===== config.mk =====
export PLATFORM = sky130hd
export DESIGN_NAME = counter
export DESIGN_NICKNAME = d
export VERILOG_FILES = /design/src/rtl/counter_pkg.sv /design/src/rtl/counter.sv
export SDC_FILE = /design/constraint.sdc
export NUM_CORES = 1
export LEC_CHECK = 0
export BUFFER_PORTS_ARGS = -buffer_cell sky130_fd_sc_hd__buf_4
export CAP_MARGIN = 20
export CORE_AREA = 2 2 39 41
export DETAILED_ROUTE_END_ITERATION = 8
export DIE_AREA = 0 0 41 43
export PLACE_DENSITY = 0.61
export RECOVER_POWER = 25
export SYNTH_ARGS = -nofsm -noshare
export SYNTH_HDL_FRONTEND = slang
export SYNTH_SLANG_ARGS = --single-unit

===== constraint.sdc =====
create_clock -name CLK -period 1.55 [get_ports CLK]
set_input_delay 0.155 -clock CLK [delete_from_list [all_inputs] [get_ports CLK]]
set_output_delay 0.155 -clock CLK [all_outputs]
set_load 0.02 [all_outputs]

===== src/rtl/counter_pkg.sv =====
// Shared constants for the up/down counter: default width and mode encodings.
// Optional synchronous clear is enabled by defining COUNTER_CLR_EN.
package counter_pkg;

    localparam int unsigned COUNTER_DEF_WIDTH = 4;

    typedef enum logic {
        MODE_UP   = 1'b0,
        MODE_DOWN = 1'b1
    } mode_e;

endpackage : counter_pkg


===== src/rtl/counter.sv =====
// Parameterised up/down counter with synchronous load, count enable and a sticky
// carry/borrow-out. Defining COUNTER_CLR_EN adds a synchronous clear input CLR.
module counter
    import counter_pkg::*;
#(
    parameter int unsigned WIDTH = COUNTER_DEF_WIDTH
) (
    input  logic             CLK,
    input  logic             RST_,
    input  logic             M,
    input  logic             LD,
    input  logic             CE,
`ifdef COUNTER_CLR_EN
    input  logic             CLR,
`endif
    input  logic [WIDTH-1:0] D,
    output logic [WIDTH-1:0] Q,
    output logic             CO
);

    localparam logic [WIDTH-1:0] One = WIDTH'(1);

    logic [WIDTH-1:0] q_q, q_d;
    logic             sticky_q, sticky_d;
    logic             tc;

    // Terminal count depends on the live mode so a direction flip is seen at once.
    always_comb begin
        tc = 1'b0;
        if (M == MODE_UP) begin
            tc = (q_q == {WIDTH{1'b1}});
        end else begin
            tc = (q_q == {WIDTH{1'b0}});
        end
    end

    always_comb begin
        q_d      = q_q;
        sticky_d = sticky_q;
`ifdef COUNTER_CLR_EN
        if (CLR) begin
            q_d      = '0;
            sticky_d = 1'b0;
        end else
`endif
        if (LD) begin
            q_d      = D;
            sticky_d = 1'b0;
        end else if (CE) begin
            q_d = (M == MODE_DOWN) ? (q_q - One) : (q_q + One);
            if (tc) begin
                sticky_d = 1'b1;
            end
        end
    end

    always_ff @(posedge CLK or negedge RST_) begin
        if (!RST_) begin
            q_q      <= '0;
            sticky_q <= 1'b0;
        end else begin
            q_q      <= q_d;
            sticky_q <= sticky_d;
        end
    end

    assign Q  = q_q;
    assign CO = tc | sticky_q;

endmodule : counter


==> results of run 1 <==
per-stage QoR:
step	area [µm²]	utilization (%)	worst slack, ns
final	543	39.2	0.0689
after global routing	543	39.2	0.00970
after CTS	543	39.2	0.0179
after detailed placement	503	36.3	0.133
after global placement	503	36.3	0.171
after floorplan	389	-	0.0284
tightest hold or removal path, stage by stage:
cell,delay (ns)
buf_4,0.07
nand2_1,0.04
o21ai_0,0.05
registers in the layout (all words and copies together) (netlist names):
register  cells
sticky_q      1
Q             4
path summary, 6_finish.rpt:
| kind | startpoint | endpoint | slack [ns] | cells past startpoint |
|---|---|---|---|---|
| hold / removal | D[0] | Q[0] | 0.12 | 3 |
| setup / recovery | Q[0] | CO | 0.07 | 5 |
| hold reg to reg | sticky_q | sticky_q | 0.57 | 2 |
| min in group asynchronous | RST_ | Q[2] | 0.30 | 2 |
| max in group asynchronous | RST_ | Q[0] | 1.02 | 2 |
| setup reg to reg | Q[1] | Q[1] | 0.14 | 4 |
layer usage:
metal	part of all wire (%)	GRT usage [%]	up-vias
met5	0	0	-
met4	0	10.0	0
met3	8.7	1.57	0
met2	44	16.6	13
met1	47	17.6	181
li1	-	-	186
cell families after synthesis:
logic type                 Yosys count  synth area share, %
xor gates and xnor gates             2                 4.50
DFF                                  5                 32.2
buffers and inverters                5                 5.79
AOI/OAI and AO/OA                   10                 17.4
adders and majority gates            3                 11.6
and+or+nand+nor                     15                 23.2
muxes                                2                 5.47
final cells by class:
class / count / area (µm²)
Tap cell: 16 / 20.0
Fill cell: 151 / 841
Clock buffer: 4 / 26.3
Timing Repair Buffer: 15 / 115
Multi-Input combinational cell: 32 / 245
Inverter: 3 / 11.3
Sequential cell: 5 / 125
power breakdown:
group	internal, mW	switching [mW]	leakage (nW)
registers	0.149	0.0239	0.0619
clock network	0.0976	0.0577	0.0150
logic	0.101	0.101	0.182
total	0.347	0.183	0.259
cells in the mapped netlist (2+ instances only):
library cell  instances
dfrtp_1               5
nand2_1               4
inv_1                 3
nor2_1                3
a21oi_1               2
ha_1                  2
nand3_1               2
o21ai_0               2
xnor2_1               2
timing repair:
action / 4_1_cts / 5_1_grt
resized for setup: 1 / 1
cloned: 0 / 0
pin swaps: 0 / 1
endpoints found under the setup margin: 1 / 1
hold buffers: 1 / 0
endpoints found under the hold margin: 5 / 0
==> key figures, run 1 <==
Detailed routing
  • Antenna-violating nets left: 0
  • DR vias: 380
  • Final Routed Wirelength: 942 µm
  • Drt pass-1 iters: 4
  • Routed vias/inst: 5.07
  • DRT iter0 DRCs: 6
  • DRC errors left: 0
  • Wire per inst: 12.6 µm

Synth
  • Synth Flop Type: dfrtp_1
  • Mapped Cells: 42
  • Post-Syn Nets: 54
  • Synth top area cells: dfrtp_1 (32%), ha_1 (6.4%), fa_1 (5.1%)
  • Synth Area per Inst: 9.26 µm²
  • EDFF count, synth: 0
  • Mapped cell area: 389 µm²
  • Top cell type's share of synthesized area: 32.2%
  • Yosys reg bits: 5
  • Biggest area consumer among synthesized cells: dfrtp_1
  • Yosys cell types: 26
  • Post-synthesis sequential area ratio: 32.2%
  • Async set-or-reset flop fraction in the synthesized netlist: 100%
  • Yosys warning total: 0

Status
  • Status: complete, no violations

GRT
  • Total GRT Usage: 12.6%
  • First-pass GRT wire length: 1480 µm
  • Pin count of the biggest net entering global routing: 14
  • GRT Residual Overflow: 0
  • Initial antenna violation count: 0
  • Number of global-route vias before repair: 342

Setup path
  • Crit-path leading delay family: flip-flops
  • Critical path endpoint category: output pin
  • Max FO, Critical Path: 5
  • Count of buffer and inverter cells on the critical path: 2
  • Setup crit start kind: flip-flop
  • WP data required: 1.39 ns
  • Critical Path Max Stage Delay: 0.38 ns
  • CP arrival: 1.33 ns
  • Slowest cell on crit path: dfrtp_1
  • CP Cell Sequence: buf_6, and4b_1, a21oi_2, nand2_1, buf_4
  • CP Class: reg -> out

Power and ir drop
  • Leakage: 0.259 nW
  • PD cells: 976 nW/µm²
  • Worst vdd ir: 0.430 mV
  • Total power: 530 µW

Clocking
  • H-tree depth: 1
  • Root Driver: clkbuf_4
  • Clk slew on worst S/H paths: 0.04 ns
  • Inserted Clock Buffers: 3
  • CTS tree: built
  • Post-CTS Setup Bufs: 0
  • Worst-Skew Late Latency: 0.24 ns
  • Sink Count: 5
  • Maximum buffer depth of the clock tree: 2

Timing
  • Clock Skew: 0.00155 ns
  • Final setup TNS: 0 ns
  • Fin crit period: 1.48 ns
  • Worst rel slew slack: 79.9%
  • Unrepaired setup endpoints after global routing: no
  • Pins Over Slew Limit: 0
  • Worst slew pin tran: 0.302 ns
  • Tcrit/Tclk final: 95.6%
  • Setup violations, final: 0
  • Final hold violations: 0
  • Hold slack: 0.118 ns
  • Fmax: 675 MHz

Die
  • Die area: 1760 µm²
  • Row count: 14
  • Starting Density: 28.1%
  • Core area: 1380 µm²
  • # IOs: 14
  • Die X: 41 µm
  • Die height: 43 µm

Placement
  • Placed Cells: 70
  • GPL Wtd Cong: 0.761
  • Placed wire-length estimate: 704 µm
  • PortBufs: 13

Finish
  • Most frequent cells in the layout: buf_4 (12), dfrtp_1 (5), nand2_1 (4)
  • Share of cells above drive strength 1: 30.5%
  • Layout area overhead: 39.5%
  • Commonest non-fill, non-tap cell in the layout: buf_4
  • Non-filler cells, final: 75
  • Fin nets: 72
  • Ant diodes: 0

Run
  • Max Cap Viol: 0

Worst hold path
  • Class of the worst hold path: in -> reg
No activity file was read; power rests on OpenSTA's default activity.
==> inputs of run 2 (changes only) <==
- ABC_AREA: not set -> 1
- PLACE_DENSITY: 0.61 -> 0.59
==> run 2 against run 1 <==
  * Combinational power is 2% lower
  * Power is 0.68% lower
  * Clock power hardly changed
  * Sequential share of layout area is 1.1 points higher
  * Sequential power hardly changed
  * Setup slack better by 0.076 ns
  * Worst hold slack worse by 0.0055 ns
  * Final cell count is 11% higher
  * Area after synthesis is 5.5% lower
  * First-iteration DRC count is 100% lower
  * Critical endpoint unchanged
  * Synthesized cell count is 17% higher
==> key figures, run 2 <==
Status
  • Status: complete, no violations

Placement
  • PortBufs: 13 (unchanged)
  • Placed wire-length estimate: 711 µm (+1.0%)
  • GPL Wtd Cong: 0.819 (+7.6%)
  • Placed Cells: 78 (+11%)
  • DP Area: 485 µm² (-3.5%)

Die
  • Row count: 14 (unchanged)
  • Die X: 41 µm (unchanged)
  • Die height: 43 µm (unchanged)
  • # IOs: 14 (unchanged)
  • Starting Density: 26.6% (-1.5 points)
  • Core area: 1380 µm² (unchanged)
  • Die area: 1760 µm² (unchanged)

Finish
  • Commonest non-fill, non-tap cell in the layout: buf_4
  • Most frequent cells in the layout: buf_4 (12), nand2_1 (11), inv_1 (7)
  • Non-filler cells, final: 83 (+11%)
  • Share of cells above drive strength 1: 32.8% (+2.3 points)
  • Filler cells: 156 (+3.3%)
  • Largest register FFs: 4 (unchanged)
  • Fin nets: 80 (+11%)
  • Fin area: 519 µm² (-4.4%)
  • Ant diodes: 0 (unchanged)
  • Layout area overhead: 41.2%
  • Footprint of the multi-input gates: 209 µm² (-15%)
  • Flip-flop and latch area: 125 µm² (unchanged)

Synth
  • Synth Flop Type: dfrtp_1
  • Async set-or-reset flop fraction in the synthesized netlist: 100% (unchanged)
  • Yosys warning total: 0 (unchanged)
  • Biggest area consumer among synthesized cells: dfrtp_1
  • Post-Syn Nets: 61 (+13%)
  • Top cell type's share of synthesized area: 34.0% (+1.9 points)
  • Synth Area per Inst: 7.51 µm² (-19%)
  • Mapped Cells: 49 (+17%)
  • Synth top area cells: dfrtp_1 (34%), nand2_1 (11%), inv_1 (7.1%)
  • Mapped cell area: 368 µm² (-5.5%)
  • Count leader, synth: nand2_1
  • Yosys reg bits: 5 (unchanged)
  • Post-synthesis sequential area ratio: 34.0% (+1.9 points)
  • EDFF count, synth: 0 (unchanged)
  • Most frequent cells after synthesis: nand2_1 (11), inv_1 (7), dfrtp_1 (5)
  • Yosys cell types: 15 (-42%)

Power and ir drop
  • Sequential power share: 32.8% (+0.2 points)
  • Worst vdd ir: 0.524 mV (+22%)
  • PD cells: 1010 nW/µm² (+3.9%)
  • Clock power share: 29.8% (+0.5 points)
  • Combinational power share: 37.4% (-0.7 points)
  • Leakage: 0.280 nW (+8.4%)
  • Sw Share: 37.2% (+2.7 points)
  • Psw: 196 µW (+7.1%)
  • Internal power: 331 µW (-4.8%)

Setup path
  • WP data required: 1.39 ns (about the same)
  • CP arrival: 1.25 ns (-0.08 ns)
  • Count of buffer and inverter cells on the critical path: 3 (+1)
  • CP Class: reg -> out
  • CP Cell Sequence: inv_1, nand3_1, nor2_1, nor2_2, inv_1, buf_4
  • Crit-path leading delay family: flip-flops
  • Crit-path most repeated cell: inv_1
  • Critical path endpoint category: output pin
  • Setup crit start kind: flip-flop
  • Slowest cell on crit path: dfrtp_1
  • Max FO, Critical Path: 5 (unchanged)
  • Critical Path Max Stage Delay: 0.42 ns (+0.04 ns)

GRT
  • First-pass GRT wire length: 1440 µm (-2.8%)
  • Initial antenna violation count: 0 (unchanged)
  • Pin count of the biggest net entering global routing: 8 (-6)
  • Number of global-route vias before repair: 354 (+3.5%)
  • GRT Residual Overflow: 0 (unchanged)
  • Total GRT Usage: 12.7% (+0.13 points)

Clocking
  • # hold bufs at CTS: 1 (unchanged)
  • Root Driver: clkbuf_4
  • CTS tree: built
  • Resized Gates After CTS: 0 (-1)
  • H-tree depth: 1 (unchanged)
  • Clk slew on worst S/H paths: 0.06 ns (+0.02 ns)
  • Inserted Clock Buffers: 3 (unchanged)
  • Maximum buffer depth of the clock tree: 2 (unchanged)
  • Post-CTS Setup Bufs: 0 (unchanged)
  • Worst-Skew Late Latency: 0.25 ns (about the same)
  • Sink Count: 5 (unchanged)

Timing
  • Unrepaired setup endpoints after global routing: no
  • Final hold violations: 0 (unchanged)
  • Final setup TNS: 0 ns (unchanged)
  • Clock Skew: 0.0120 ns (+0.0104 ns)
  • Setup violations, final: 0 (unchanged)
  • Tcrit/Tclk final: 90.6% (-4.9 points)
  • Worst slew pin tran: 0.291 ns (-0.0113 ns)
  • Fin crit period: 1.40 ns (-0.0761 ns)
  • Pins Over Slew Limit: 0 (unchanged)
  • Worst rel slew slack: 80.6% (+0.75 points)
  • Fmax: 712 MHz (+5.4%)

Run
  • Max Cap Viol: 0 (unchanged)

Detailed routing
  • DRC errors left: 0 (unchanged)
  • Drt pass-1 iters: 1 (-3)
  • Final Routed Wirelength: 856 µm (-9.1%)
  • DRT iter0 DRCs: 0 (-6)
  • Routed vias/inst: 4.51 (-11%)
  • DR vias: 374 (-1.6%)
  • Antenna-violating nets left: 0 (unchanged)
  • Wire per inst: 10.3 µm (-18%)

Worst hold path
  • Class of the worst hold path: in -> reg
-- run 2: changes by cell type in the layout (fill, tap and decap cells not counted), moves of 2 or more --
| cell | delta |
|---|---|
| o21bai_1 | +2 |
| nand2_1 | +7 |
| inv_2 | +2 |
| nand3_1 | +2 |
| o21ai_0 | -2 |
| inv_1 | +4 |
| nor2_2 | +4 |
| xnor2_1 | -2 |
-- run 2: cell type report --
type                    instances  area share [%]
well taps                      16            3.86
inverters                       9            6.51
multi-input cells              35            40.2
clock inverters                 1           0.964
clock buffers                   3            4.34
repair buffers                 14            20.0
flip-flops and latches          5            24.1
-- run 2: kinds of logic (layout without fill, tap and decap cells) --
family / after synthesis / count (layout) / share of synthesized area, %
adder cells (fa/ha/maj): 3 / 3 / 12.2
XOR/XNOR: 1 / 1 / 2.38
flip-flops: 5 / 5 / 34.0
AND/OR/NAND/NOR: 24 / 24 / 29.3
AO/OA/AOI/OAI: 7 / 7 / 12.9
buffers and inverters: 9 / 27 / 9.19
-- run 2: layer usage --
metal | up-vias | part of all wire (%) | global-route usage (%)
met1 | 175 | 42 | 15.4
met3 | 2 | 4.3 | 3.14
met4 | 0 | 1.1 | 10.0
li1 | 191 | - | -
met5 | - | 0 | 0
met2 | 6 | 52 | 18.1
-- run 2: final timing paths --
kind,start,to,slack (ns),cells past startpoint
max in group asynchronous,RST_,sticky_q,1.02,2
max,Q[1],CO,0.15,6
min reg2reg,sticky_q,sticky_q,0.57,2
min in group asynchronous,RST_,Q[0],0.30,2
min,D[0],Q[0],0.11,3
max reg2reg,Q[2],Q[3],0.25,6
-- run 2: tightest hold or removal path: cells and delay by family --
kind	cells	cell delay, ns
AO/OA/AOI/OAI	1	0.06
AND/OR/NAND/NOR	1	0.04
buffers and inverters	1	0.07
-- run 2: power by group through the flow --
stage | clock network [mW] | registers (mW) | logic (mW)
floorplan | 0 | 0.191 | 0.100
global placement | 0 | 0.174 | 0.197
detailed placement | 0 | 0.175 | 0.196
CTS | 0.163 | 0.173 | 0.201
global route | 0.169 | 0.176 | 0.219
finish | 0.157 | 0.173 | 0.197
-- run 2: per-stage QoR --
step | util (%) | setup WS (ns) | total power, mW | hold slack (ns)
2_1_floorplan | - | 0.229 | 0.291 | -0.141
3_3_place_gp | 35.1 | 0.294 | 0.372 | -0.0392
3_5_place_dp | 35.1 | 0.253 | 0.371 | -0.0382
4_1_cts | 37.8 | 0.118 | 0.537 | 0.107
5_1_grt | 37.5 | 0.0406 | 0.564 | 0.134
6_report | 37.5 | 0.145 | 0.526 | 0.112
